[src/rtl/mips_mem_pkg.sv]
// Shared data-memory constants and the store-buffer entry type.
package mips_mem_pkg;

  localparam int unsigned ADDR_W = 5;
  localparam int unsigned DATA_W = 32;

  typedef struct packed {
    logic [ADDR_W-1:0] addr;
    logic [DATA_W-1:0] data;
  } sb_entry_t;

endpackage

[src/rtl/store_buffer_match.sv]
// DEPTH-way load-address comparator; reports the youngest valid matching entry.
module store_buffer_match #(
  parameter int unsigned DEPTH  = 4,
  parameter int unsigned ADDR_W = mips_mem_pkg::ADDR_W,
  parameter int unsigned PW     = $clog2(DEPTH)
) (
  input  logic [DEPTH-1:0]  valid,
  input  logic [PW-1:0]     head,
  input  logic [PW-1:0]     tail,
  input  logic [ADDR_W-1:0] entryAddr [DEPTH],
  input  logic [ADDR_W-1:0] ldAddress,
  output logic              hit,
  output logic [PW-1:0]     hitIdx
);

  // Walk oldest to youngest starting at head so the last match seen is the youngest.
  always_comb begin
    logic [PW-1:0] idx;
    logic          done;
    hit    = 1'b0;
    hitIdx = '0;
    idx    = head;
    done   = 1'b0;
    for (int i = 0; i < DEPTH; i++) begin
      idx = head + PW'(i);
      if (i != 0 && idx == tail) done = 1'b1;
      if (!done && valid[idx] && entryAddr[idx] == ldAddress) begin
        hit    = 1'b1;
        hitIdx = idx;
      end
    end
  end

endmodule

[src/rtl/store_buffer.sv]
// Four-entry posted-write buffer in front of dataMemory.
// Define STORE_BUFFER_FWD_EN to forward pending stores to loads; otherwise matching loads stall.
module store_buffer #(
  parameter int unsigned DEPTH  = 4,
  parameter int unsigned ADDR_W = mips_mem_pkg::ADDR_W,
  parameter int unsigned DATA_W = mips_mem_pkg::DATA_W
) (
  input  logic                     clk,
  input  logic                     rst,
  input  logic                     stEnable,
  input  logic [ADDR_W-1:0]        stAddress,
  input  logic [DATA_W-1:0]        stData,
  input  logic                     ldEnable,
  input  logic [ADDR_W-1:0]        ldAddress,
  output logic [DATA_W-1:0]        ldData,
  output logic                     ldStall,
  output logic                     memWrEnable,
  output logic [ADDR_W-1:0]        memWrAddress,
  output logic [DATA_W-1:0]        memWrData,
  output logic                     memRdEnable,
  output logic [ADDR_W-1:0]        memRdAddress,
  input  logic [DATA_W-1:0]        memRdData,
  output logic [$clog2(DEPTH):0]   count
);

  localparam int unsigned PW = $clog2(DEPTH);
  localparam int unsigned CW = PW + 1;

  logic [ADDR_W-1:0] addrQ [DEPTH];
  logic [DATA_W-1:0] dataQ [DEPTH];
  logic [DEPTH-1:0]  validQ, validD;
  logic [PW-1:0]     headQ, headD, tailQ, tailD;
  logic [CW-1:0]     countQ, countD;
  logic              full, drain, hit;
  logic [PW-1:0]     hitIdx;

  store_buffer_match #(
    .DEPTH  (DEPTH),
    .ADDR_W (ADDR_W),
    .PW     (PW)
  ) u_match (
    .valid     (validQ),
    .head      (headQ),
    .tail      (tailQ),
    .entryAddr (addrQ),
    .ldAddress (ldAddress),
    .hit       (hit),
    .hitIdx    (hitIdx)
  );

  assign full  = (countQ == CW'(DEPTH));
  // A store into a full buffer forces a drain so the push is never refused.
  assign drain = (countQ != '0) && ((!ldEnable && !stEnable) || full || ldStall);

  always_comb begin
    headD  = headQ;
    tailD  = tailQ;
    countD = countQ;
    validD = validQ;
    if (drain) begin
      validD[headQ] = 1'b0;
      headD         = headQ + PW'(1);
    end
    if (stEnable) begin
      validD[tailQ] = 1'b1;
      tailD         = tailQ + PW'(1);
    end
    case ({stEnable, drain})
      2'b10:   countD = countQ + CW'(1);
      2'b01:   countD = countQ - CW'(1);
      default: countD = countQ;
    endcase
  end

  always_ff @(posedge clk or posedge rst) begin
    if (rst) begin
      headQ  <= '0;
      tailQ  <= '0;
      countQ <= '0;
      validQ <= '0;
    end else begin
      headQ  <= headD;
      tailQ  <= tailD;
      countQ <= countD;
      validQ <= validD;
    end
  end

  // Payload needs no reset; validQ decides whether a slot is live.
  always_ff @(posedge clk) begin
    if (stEnable) begin
      addrQ[tailQ] <= stAddress;
      dataQ[tailQ] <= stData;
    end
  end

`ifdef STORE_BUFFER_FWD_EN
  assign ldStall = 1'b0;
  assign ldData  = !ldEnable ? '0 : (hit ? dataQ[hitIdx] : memRdData);
`else
  assign ldStall = ldEnable && hit && validQ[hitIdx];
  assign ldData  = ldEnable ? memRdData : '0;
`endif

  assign memWrEnable  = drain;
  assign memWrAddress = addrQ[headQ];
  assign memWrData    = dataQ[headQ];
  assign memRdEnable  = ldEnable;
  assign memRdAddress = ldAddress;
  assign count        = countQ;

endmodule

[config.mk]
export PLATFORM = sky130hd
export DESIGN_NAME = store_buffer
export DESIGN_NICKNAME = d
export VERILOG_FILES = /design/src/rtl/mips_mem_pkg.sv /design/src/rtl/store_buffer_match.sv /design/src/rtl/store_buffer.sv
export SDC_FILE = /design/constraint.sdc
export NUM_CORES = 1
export LEC_CHECK = 0
export CAP_MARGIN = 15
export CELL_PAD_IN_SITES_DETAIL_PLACEMENT = 1
export CELL_PAD_IN_SITES_GLOBAL_PLACEMENT = 2
export CORE_MARGIN = 10
export CORE_UTILIZATION = 37
export CTS_BUF_LIST = sky130_fd_sc_hd__clkbuf_8 sky130_fd_sc_hd__clkbuf_16
export DETAILED_ROUTE_END_ITERATION = 12
export PLACE_DENSITY = 0.79
export SLEW_MARGIN = 20
export SYNTH_ARGS = -nofsm -noshare
export SYNTH_HDL_FRONTEND = slang
export SYNTH_SLANG_ARGS = --single-unit
[constraint.sdc]
create_clock -name clk -period 5.2 [get_ports clk]
set_input_delay 1.04 -clock clk [delete_from_list [all_inputs] [get_ports clk]]
set_output_delay 1.04 -clock clk [all_outputs]
set_load 0.02 [all_outputs]
[Word level (Yosys, flattened, before mapping)]
Memories as Yosys holds them, arrays and structs flattened.
Cells that the tools add are included.
Word-level totals
  latch bits: 0
  memories kept: 1
  output and inout bits: 80
  bits of input ports: 78
  bits in read-only memories: 0
  bits in writable memories: 128
  flip-flop bits (word level): 31
  word-level logic and storage cells: 116
Memory list
  dataQ: depth 4, width 32, read ports 1, clocked after Yosys merged registers in 0, wr ports 1, RTL line store_buffer.sv:30  | logic [DATA_W-1:0] dataQ [DEPTH];
Cells by class
  multiplexer cells: 46
  reduce and logical (&&, ||, !) cells: 23
  bitwise logic cells: 8
  eq/ne operators: 10
  shift operators: 0
  order comparisons: 14
  add/subtract/negate cells: 6
  divide/modulo/power cells: 0
  $mul: 0
Operator list (number)
  5-bit two-way mux: 9
  5-bit binary-select mux with 2-bit select: 4
  32-bit two-way mux: 1
  20-bit bitwise mux: 1
  5-bit equality test: 4
  2-bit by 3-bit < comparator with 1-bit output, second input constant: 6
  1-bit two-way mux: 16
  3-bit >= comparator, second input constant: 5
  2-bit NOT with 3-bit output: 5
  1-bit logical AND: 14
  1-bit binary-select mux with 2-bit select: 5
  5-bit demux with 2-bit select: 1
  2-bit two-way mux: 4
  4-bit two-way mux: 2
  2-bit equality test: 3
  3-bit case mux with 2 select lines: 1
  1-bit zero test: 5
  2-bit by 1-bit adder with 2-bit output, second input constant: 2
  2-bit adder, second input constant: 2
  4-bit bitwise AND: 1
  1-bit demux with 2-bit select: 2
  2-bit by 1-bit >= comparator with 1-bit output, second input constant: 2
  4-bit NOT: 1
  4-bit OR: 1
  9 further kinds: 10

[Depth between registers and ports, before layout]
Gate-level depths: netlist (run 1).
  word-level depth: 18
  gate-level depth with buffers: 19

[By module]
From an unflattened synthesis (run 1), not the netlist that was laid out.
Second synthesis, totals
  cell total of the unflattened synthesis: 402
  area, all modules: 7325.8 µm²
By module, submodules not included
  store_buffer: area each 6244.7 µm², cells an instance 299, sequential area each 4719.5 µm², instances 1
  store_buffer_match: area each 1081.0 µm², cells an instance 103, sequential area each 0.0 µm², instances 1

[Least setup slack after synthesis (run 1)]
Ideal clock, no wire load.
  path kind: reg-to-output
  start: register headQ[1]
  end: output port memWrEnable
  cell stages (with the launch flop): 14
  data arrival time: 2.939 ns
  path buffers: 5
  path slack: 1.221 ns
  path through: dfrtp_1 buf_2 buf_2 buf_4 inv_1 ha_1 buf_4 buf_2 mux2i_1 xor2_1 a31oi_1 o22ai_4 o31ai_4 inv_1
Between the ends
  longest elaborated chain between the ends: 15
  elaborated cells on any way between the ends: 61
  classes of those cells: add/sub (3); eq/ne (7); mux (33); bitwise (4); reduce/logical (14)
Ends and longest elaborated chain
  start, declared: RTL line store_buffer.sv:32  | logic [PW-1:0] headQ, headD, tailQ, tailD;
  start signal, assigned: RTL line store_buffer.sv:77  | headQ <= '0;
  start signal, assigned: RTL line store_buffer.sv:82  | headQ <= headD;
  2-bit by 1-bit adder with 2-bit output / 2-bit NOT with 3-bit output (equally long branches): RTL line store_buffer_match.sv:25, store_buffer_match.sv:27
  2-bit NOT with 3-bit output (not written as such) / 5-bit binary-select mux with 2-bit select (equally long branches): RTL line store_buffer_match.sv:27  | if (!done && valid[idx] && entryAddr[idx] == ldAddress) begin
  5-bit binary-select mux with 2-bit select / 5-bit two-way mux (equally long branches): RTL line store_buffer_match.sv:27
  5-bit two-way mux (not written as such): RTL line store_buffer_match.sv:27
  5-bit two-way mux (not written as such) / 5-bit equality test (equally long branches): RTL line store_buffer_match.sv:27
  5-bit equality test / 1-bit logical AND (equally long branches): RTL line store_buffer_match.sv:27
  1-bit logical AND / 2-bit two-way mux (equally long branches): RTL line store_buffer_match.sv:27
  2-bit two-way mux (3 in series): RTL line store_buffer_match.sv:27
  1-bit binary-select mux with 2-bit select: RTL line store_buffer.sv:101  | assign ldStall = ldEnable && hit && validQ[hitIdx];
  1-bit two-way mux (not written as such): RTL line store_buffer.sv:101
  1-bit logical AND (*): RTL line store_buffer.sv:101
  1-bit logical OR (*): RTL line store_buffer.sv:53  | assign drain = (countQ != '0) && ((!ldEnable && !stEnable) || full || ldStall);
  1-bit logical AND (*): RTL line store_buffer.sv:53
  end, declared: RTL line store_buffer.sv:17  | output logic memWrEnable,
Every way passes the cells marked *; elsewhere a longest branch is shown, timed or not. The select of a mux whose other input is x is not followed.

[Final worst setup path (run 1)]
Ends and elaborated chain as after synthesis.

==> metrics.cfg, run 1 <==
[outcome]
status=finished clean

[power_and_ir_drop]
intPower_w=0.00355
p_leak_nw=3.29
swShare=0.347
share_seq_of_total_power=0.337
combinationalPowerShare=0.447
power_frac_clock=0.215
power_density_nw_per_um2=568
p_switching_w=0.00189
peakVddDrop_mv=0.291

[yosys]
synth.mux.area_fraction=0.180
synth_top_cell_area_share=0.619
postSynthAreaPerCell_um2=18.5
synth_fa_ha_area_frac=0.0185
yosysSeqAreaShare=0.658
synth_top_area_cell=edfxtp_1
synth_top_family_by_area=multiplexers
yosys_warnings=0
synthTopCellsByArea=edfxtp_1, mux4_2, dfrtp_1, xnor2_1, and2_1
yosysMostFrequentCell=edfxtp_1
synth-compound-area-share=0.0256
synth_common_cells=edfxtp_1, mux4_2, and2_1
async_reset_ff_frac=0.0692
synthFlopType=edfxtp_1
synth_nets=476
synthCells=388
synth_edf_count=148
synthesis.area_um2=7180
synth_cell_types=41
yosys_register_bits=159
synth-simple-area-share=0.0457
synth_xor_area_frac=0.0452

[final_layout]
design_area_um2=9580
drive_gt1_frac=0.163
area_growth_pct=33.5
nFillCells=1784
fin_util=0.507
fin_nets=634
antenna_cells=0
final_cells=819

[routing]
drcViolationCount=0
vias=4103
vias_per_cell=5.01
wirelength_um=17500
firstDrtPassIters=5
dr.first_iter.drc_count=166
wire_per_inst_um=21.4
postRouteAntennaNets=0

[worst_setup_path]
worst_ep_arrival_time_ps=3860
reg2reg_to=count[2]
crit_cells=10
cp-startpoint=headQ[1]
cpMostUsedCell=inv_1
worst_setup_path_start_kind=flop
reg2reg_from=headQ[1]
path_class=flop to output pin
path_buf_inv=4
r2r_cells=15
cp.required_ps=4160
critPathSlowestCell=clkdlybuf4s50_1
r2r_slack_ps=1210
slowest_delay_ps=630
crit_chain=inv_1 > ha_1 > buf_12 > mux4_2 > xnor2_1 > o2111ai_1 > o22ai_1 > o31ai_4 > inv_1 > clkdlybuf4s50_1
critical-path-top-delay-family=buffers and inverters
end_kind=output pin
crit_fanout=21
cp-endpoint=memWrEnable

[global_route]
antenna_found_initial=0
grt_use_total=0.141
grt_pass1_vias=4628
overflow=0
grt_pass1_wl_um=27800
grt_max_degree=40

[clocking]
cts-root-buf=clkbuf_16
cts_setup_buffers=0
cts_buffers=17
clk_pin_slew_ps=60
clockBufferDepth=2
clk_latency_ps=410
cts_num_sinks=159
cts.hold.buffers_added=0
cts_max_level=4
cts_tree=built
cts_resized=0

[min_path]
hold_class=flop to flop

[place]
place_area_um2=9020
hpwl_um=12200
gp_congestion=0.793
portBuffers=157
dpl.cell_count=787

[run]
drv_cap=0

[floorplanning]
initial_core_util=0.380
rows=50
die_y_um=159
dieArea_um2=25400
io_pins=158
core_um2=18900
die_x_um=159

[sta]
setup_viol=0
setup_tns_ps=0
slew_viol_final=0
layout_min_cycle_time_ps=4900
fin_skew_ps=9.87
worstMarginPinSlew_ps=626
max-slew-margin-rel=0.583
fmax_ghz=0.204
hold_viol=0
min_period_over_period=0.943
rsz0062_at_grt=no

[power groups by stage]
| stage | combinational (W) | sequential (W) | clock, W |
|---|---|---|---|
| after detailed placement | 0.00247 | 0.00187 | 0 |
| after global routing | 0.00264 | 0.00186 | 0.00127 |
| after global placement | 0.00246 | 0.00184 | 0 |
| after floorplan | 0.00159 | 0.00182 | 0 |
| final | 0.00243 | 0.00183 | 0.00117 |
| after CTS | 0.00249 | 0.00184 | 0.00120 |
[stage by stage]
step / total power (W) / hold slack, ps / setup slack, ps
3_3_place_gp: 0.00430 / 479 / 435
6_report: 0.00544 / 495 / 295
2_1_floorplan: 0.00341 / 518 / 1220
4_1_cts: 0.00554 / 507 / 258
5_1_grt: 0.00577 / 535 / 38.0
3_5_place_dp: 0.00434 / 495 / 411
[worst reg2reg max path, delay by kind of cell (launching register included)]
family                   cells  cell delay [ps]
XOR/XNOR                     3              570
multiplexers                 1              540
AND/OR/NAND/NOR              1              120
AO/OA/AOI/OAI                3              680
adder cells (fa/ha/maj)      3              920
buffers and inverters        4              530
flip-flops                   1              560
[registers in the layout, indices dropped and copies added, names as in the netlist]
signal / count
validQ: 4
count: 3
dataQ: 128
headQ: 2
addrQ: 20
tailQ: 2
[cell type report]
class	count	area, um^2	share of cell area
clock buffer	17	425	0.0444
clock inverter	15	135	0.0141
inverter	11	41.3	0.00431
multi-input combinational	190	2270	0.237
sequential	159	4720	0.493
tap	260	325	0.0340
timing repair buffer	167	1660	0.173
[kinds of logic (layout without fill, tap and decap cells)]
group           Yosys count  after routing
buf+inv                  39            210
compound gates           21             21
flops                   159            159
xor+xnor                 37             37
fa+ha+maj                10             10
mux                      68             68
simple gates             54             54
[per-layer routing]
layer	vias to the layer above	wire [um]	track usage
met5	-	0	0
met4	0	108	0.0329
met3	9	1230	0.0573
met2	155	8290	0.225
met1	2106	7900	0.175
li1	1833	-	-
[worst min-delay path by stage]
stage,from,end,slack (ps),depth (start not counted)
after global placement,count[2],count[2],480,1
final,count[2],count[2],490,1
after CTS,count[2],count[2],510,1
after detailed placement,count[2],count[2],490,1
after global routing,count[2],count[2],530,1
after floorplan,validQ[0],validQ[0],520,1
[placed cells by master (no fill, tap or decap), types with 3 or more instances in the layout]
cell type        count
o22a_1               4
and2_2               3
buf_4                9
mux2i_1             20
mux4_1               8
clkdlybuf4s50_1    157
nand2_1              3
nand2b_1             4
edfxtp_1           148
dfrtp_1              9
and2_1              32
mux4_2              38
inv_6                4
ha_1                 9
clkbuf_16           17
xnor2_1             26
inv_1               12
clkinv_2             4
xor2_1              11
Note: power is estimated with default switching activity, not from simulation.
==> run 2: changes to the inputs <==
--- a/config.mk
+++ b/config.mk
@@ -6,7 +6,7 @@
 export NUM_CORES = 1
 export LEC_CHECK = 0
 export CAP_MARGIN = 15
-export CELL_PAD_IN_SITES_DETAIL_PLACEMENT = 1
+export CELL_PAD_IN_SITES_DETAIL_PLACEMENT = 2
 export CELL_PAD_IN_SITES_GLOBAL_PLACEMENT = 2
 export CORE_MARGIN = 10
 export CORE_UTILIZATION = 37
==> metrics.cfg, run 2 (synthesized netlist as in run 1, its figures left out) <==
[sta]
setup_ws_ps=303
setup_viol=0
slew_viol_final=0
min_period_over_period=0.942
max-slew-margin-rel=0.578
fmax_ghz=0.204
fin_skew_ps=12.5
hold_viol=0
rsz0062_at_grt=no
worstMarginPinSlew_ps=633
layout_min_cycle_time_ps=4900
setup_tns_ps=0

[final_layout]
fin_nets=634
reg_top3=dataQ: 128 flops, addrQ: 20 flops, validQ: 4 flops
nFillCells=1699
regMostFlops=dataQ
multiInputGateArea_um2=2270
largest_register_ffs=128
drive_gt1_frac=0.163
antenna_cells=0
area_growth_pct=33.8
final_common_cell=clkdlybuf4s50_1
mostFrequentLayoutCells=clkdlybuf4s50_1, edfxtp_1, mux4_2
register_area_um2=4720

[floorplanning]
dieArea_um2=25400
initial_core_util=0.380
io_pins=158
die_y_um=159
rows=50
core_um2=18900
die_x_um=159

[routing]
vias_per_cell=5.02
firstDrtPassIters=4
postRouteAntennaNets=0
drcViolationCount=0
dr.first_iter.drc_count=208
wire_per_inst_um=23.2
vias=4113
wirelength_um=19000

[power_and_ir_drop]
peakVddDrop_mv=0.300
power_density_nw_per_um2=575
p_leak_nw=3.30

[clocking]
cts_buffers=17
cts_tree=built
cts_resized=0
cts-root-buf=clkbuf_16
cts.hold.buffers_added=0
clockBufferDepth=2
clk_latency_ps=420
cts_num_sinks=159
cts_setup_buffers=0
clk_pin_slew_ps=70
cts_max_level=4

[worst_setup_path]
end_kind=output pin
path_class=flop to output pin
worst_setup_path_start_kind=flop
worst_ep_arrival_time_ps=3860
cp.required_ps=4160
crit_fanout=21

[global_route]
overflow=0
grt_pass1_wl_um=29900
grt_max_degree=40
antenna_found_initial=0
grt_use_total=0.151
grt_pass1_vias=4852

[place]
portBuffers=157
place_worst_setup_slack_ps=367
hpwl_um=13200
gp_congestion=0.793

[min_path]
hold_class=flop to flop

[run]
drv_cap=0

[outcome]
status=finished clean

## run 2: cell types whose count changed in the layout (fill, tap and decap cells not counted)
cell | previous run | this run
bufinv_16 | 1 | 0
clkinv_8 | 0 | 2
inv_1 | 12 | 11
clkinvlp_4 | 2 | 0
clkinv_2 | 4 | 0
clkinv_1 | 0 | 1
inv_8 | 2 | 7
## run 2: layer usage
metal | part of all wire | up-vias | GRT usage
met5 | 0 | - | 0
met4 | 0.0082 | 0 | 0.0392
met3 | 0.074 | 12 | 0.0519
met2 | 0.48 | 161 | 0.247
met1 | 0.44 | 2102 | 0.187
li1 | - | 1838 | -
## run 2: worst max-delay path: stages, from the launching register on
cell and delay [ps]:
dfrtp_2 550, inv_1 160, ha_1 350, buf_12 180
mux4_2 530, xnor2_1 220, o2111ai_1 140, o22ai_1 350
o31ai_4 180, inv_1 120, clkdlybuf4s50_1 640
## run 2: path summary, 6_finish.rpt
kind | cells after the start | slack (ps) | to | start
setup / recovery | 10 | 300 | memWrEnable | headQ[1]
hold / removal | 1 | 500 | count[2] | count[2]
setup reg to reg | 15 | 1260 | count[2] | headQ[1]
hold reg to reg | 1 | 500 | count[2] | count[2]
max in group asynchronous | 2 | 3880 | headQ[0] | rst
min in group asynchronous | 2 | 970 | tailQ[1] | rst
## run 2: power breakdown
| group | internal, W | switching, W |
|---|---|---|
| sequential | 0.00169 | 0.000147 |
| combinational | 0.00120 | 0.00127 |
| clock | 0.000647 | 0.000575 |
| total | 0.00354 | 0.00199 |
## run 2: layout make-up
cell class / count / area share
repair buffers: 167 / 0.173
multi-input cells: 190 / 0.236
inverters: 11 / 0.00430
flip-flops and latches: 159 / 0.492
well taps: 260 / 0.0339
clock buffers: 17 / 0.0443
clock inverters: 15 / 0.0165
## run 2: per-stage QoR
stage / instance area, um^2 / util / hold WS (ps) / total power (W) / cells
finish: 9600 / 0.508 / 505 / 0.00553 / 819
global placement: 9020 / 0.477 / 479 / 0.00430 / 787
detailed placement: 9020 / 0.477 / 505 / 0.00437 / 787
floorplan: 7180 / - / 518 / 0.00341 / 388
global route: 9600 / 0.508 / 561 / 0.00584 / 819
CTS: 9600 / 0.508 / 514 / 0.00563 / 819
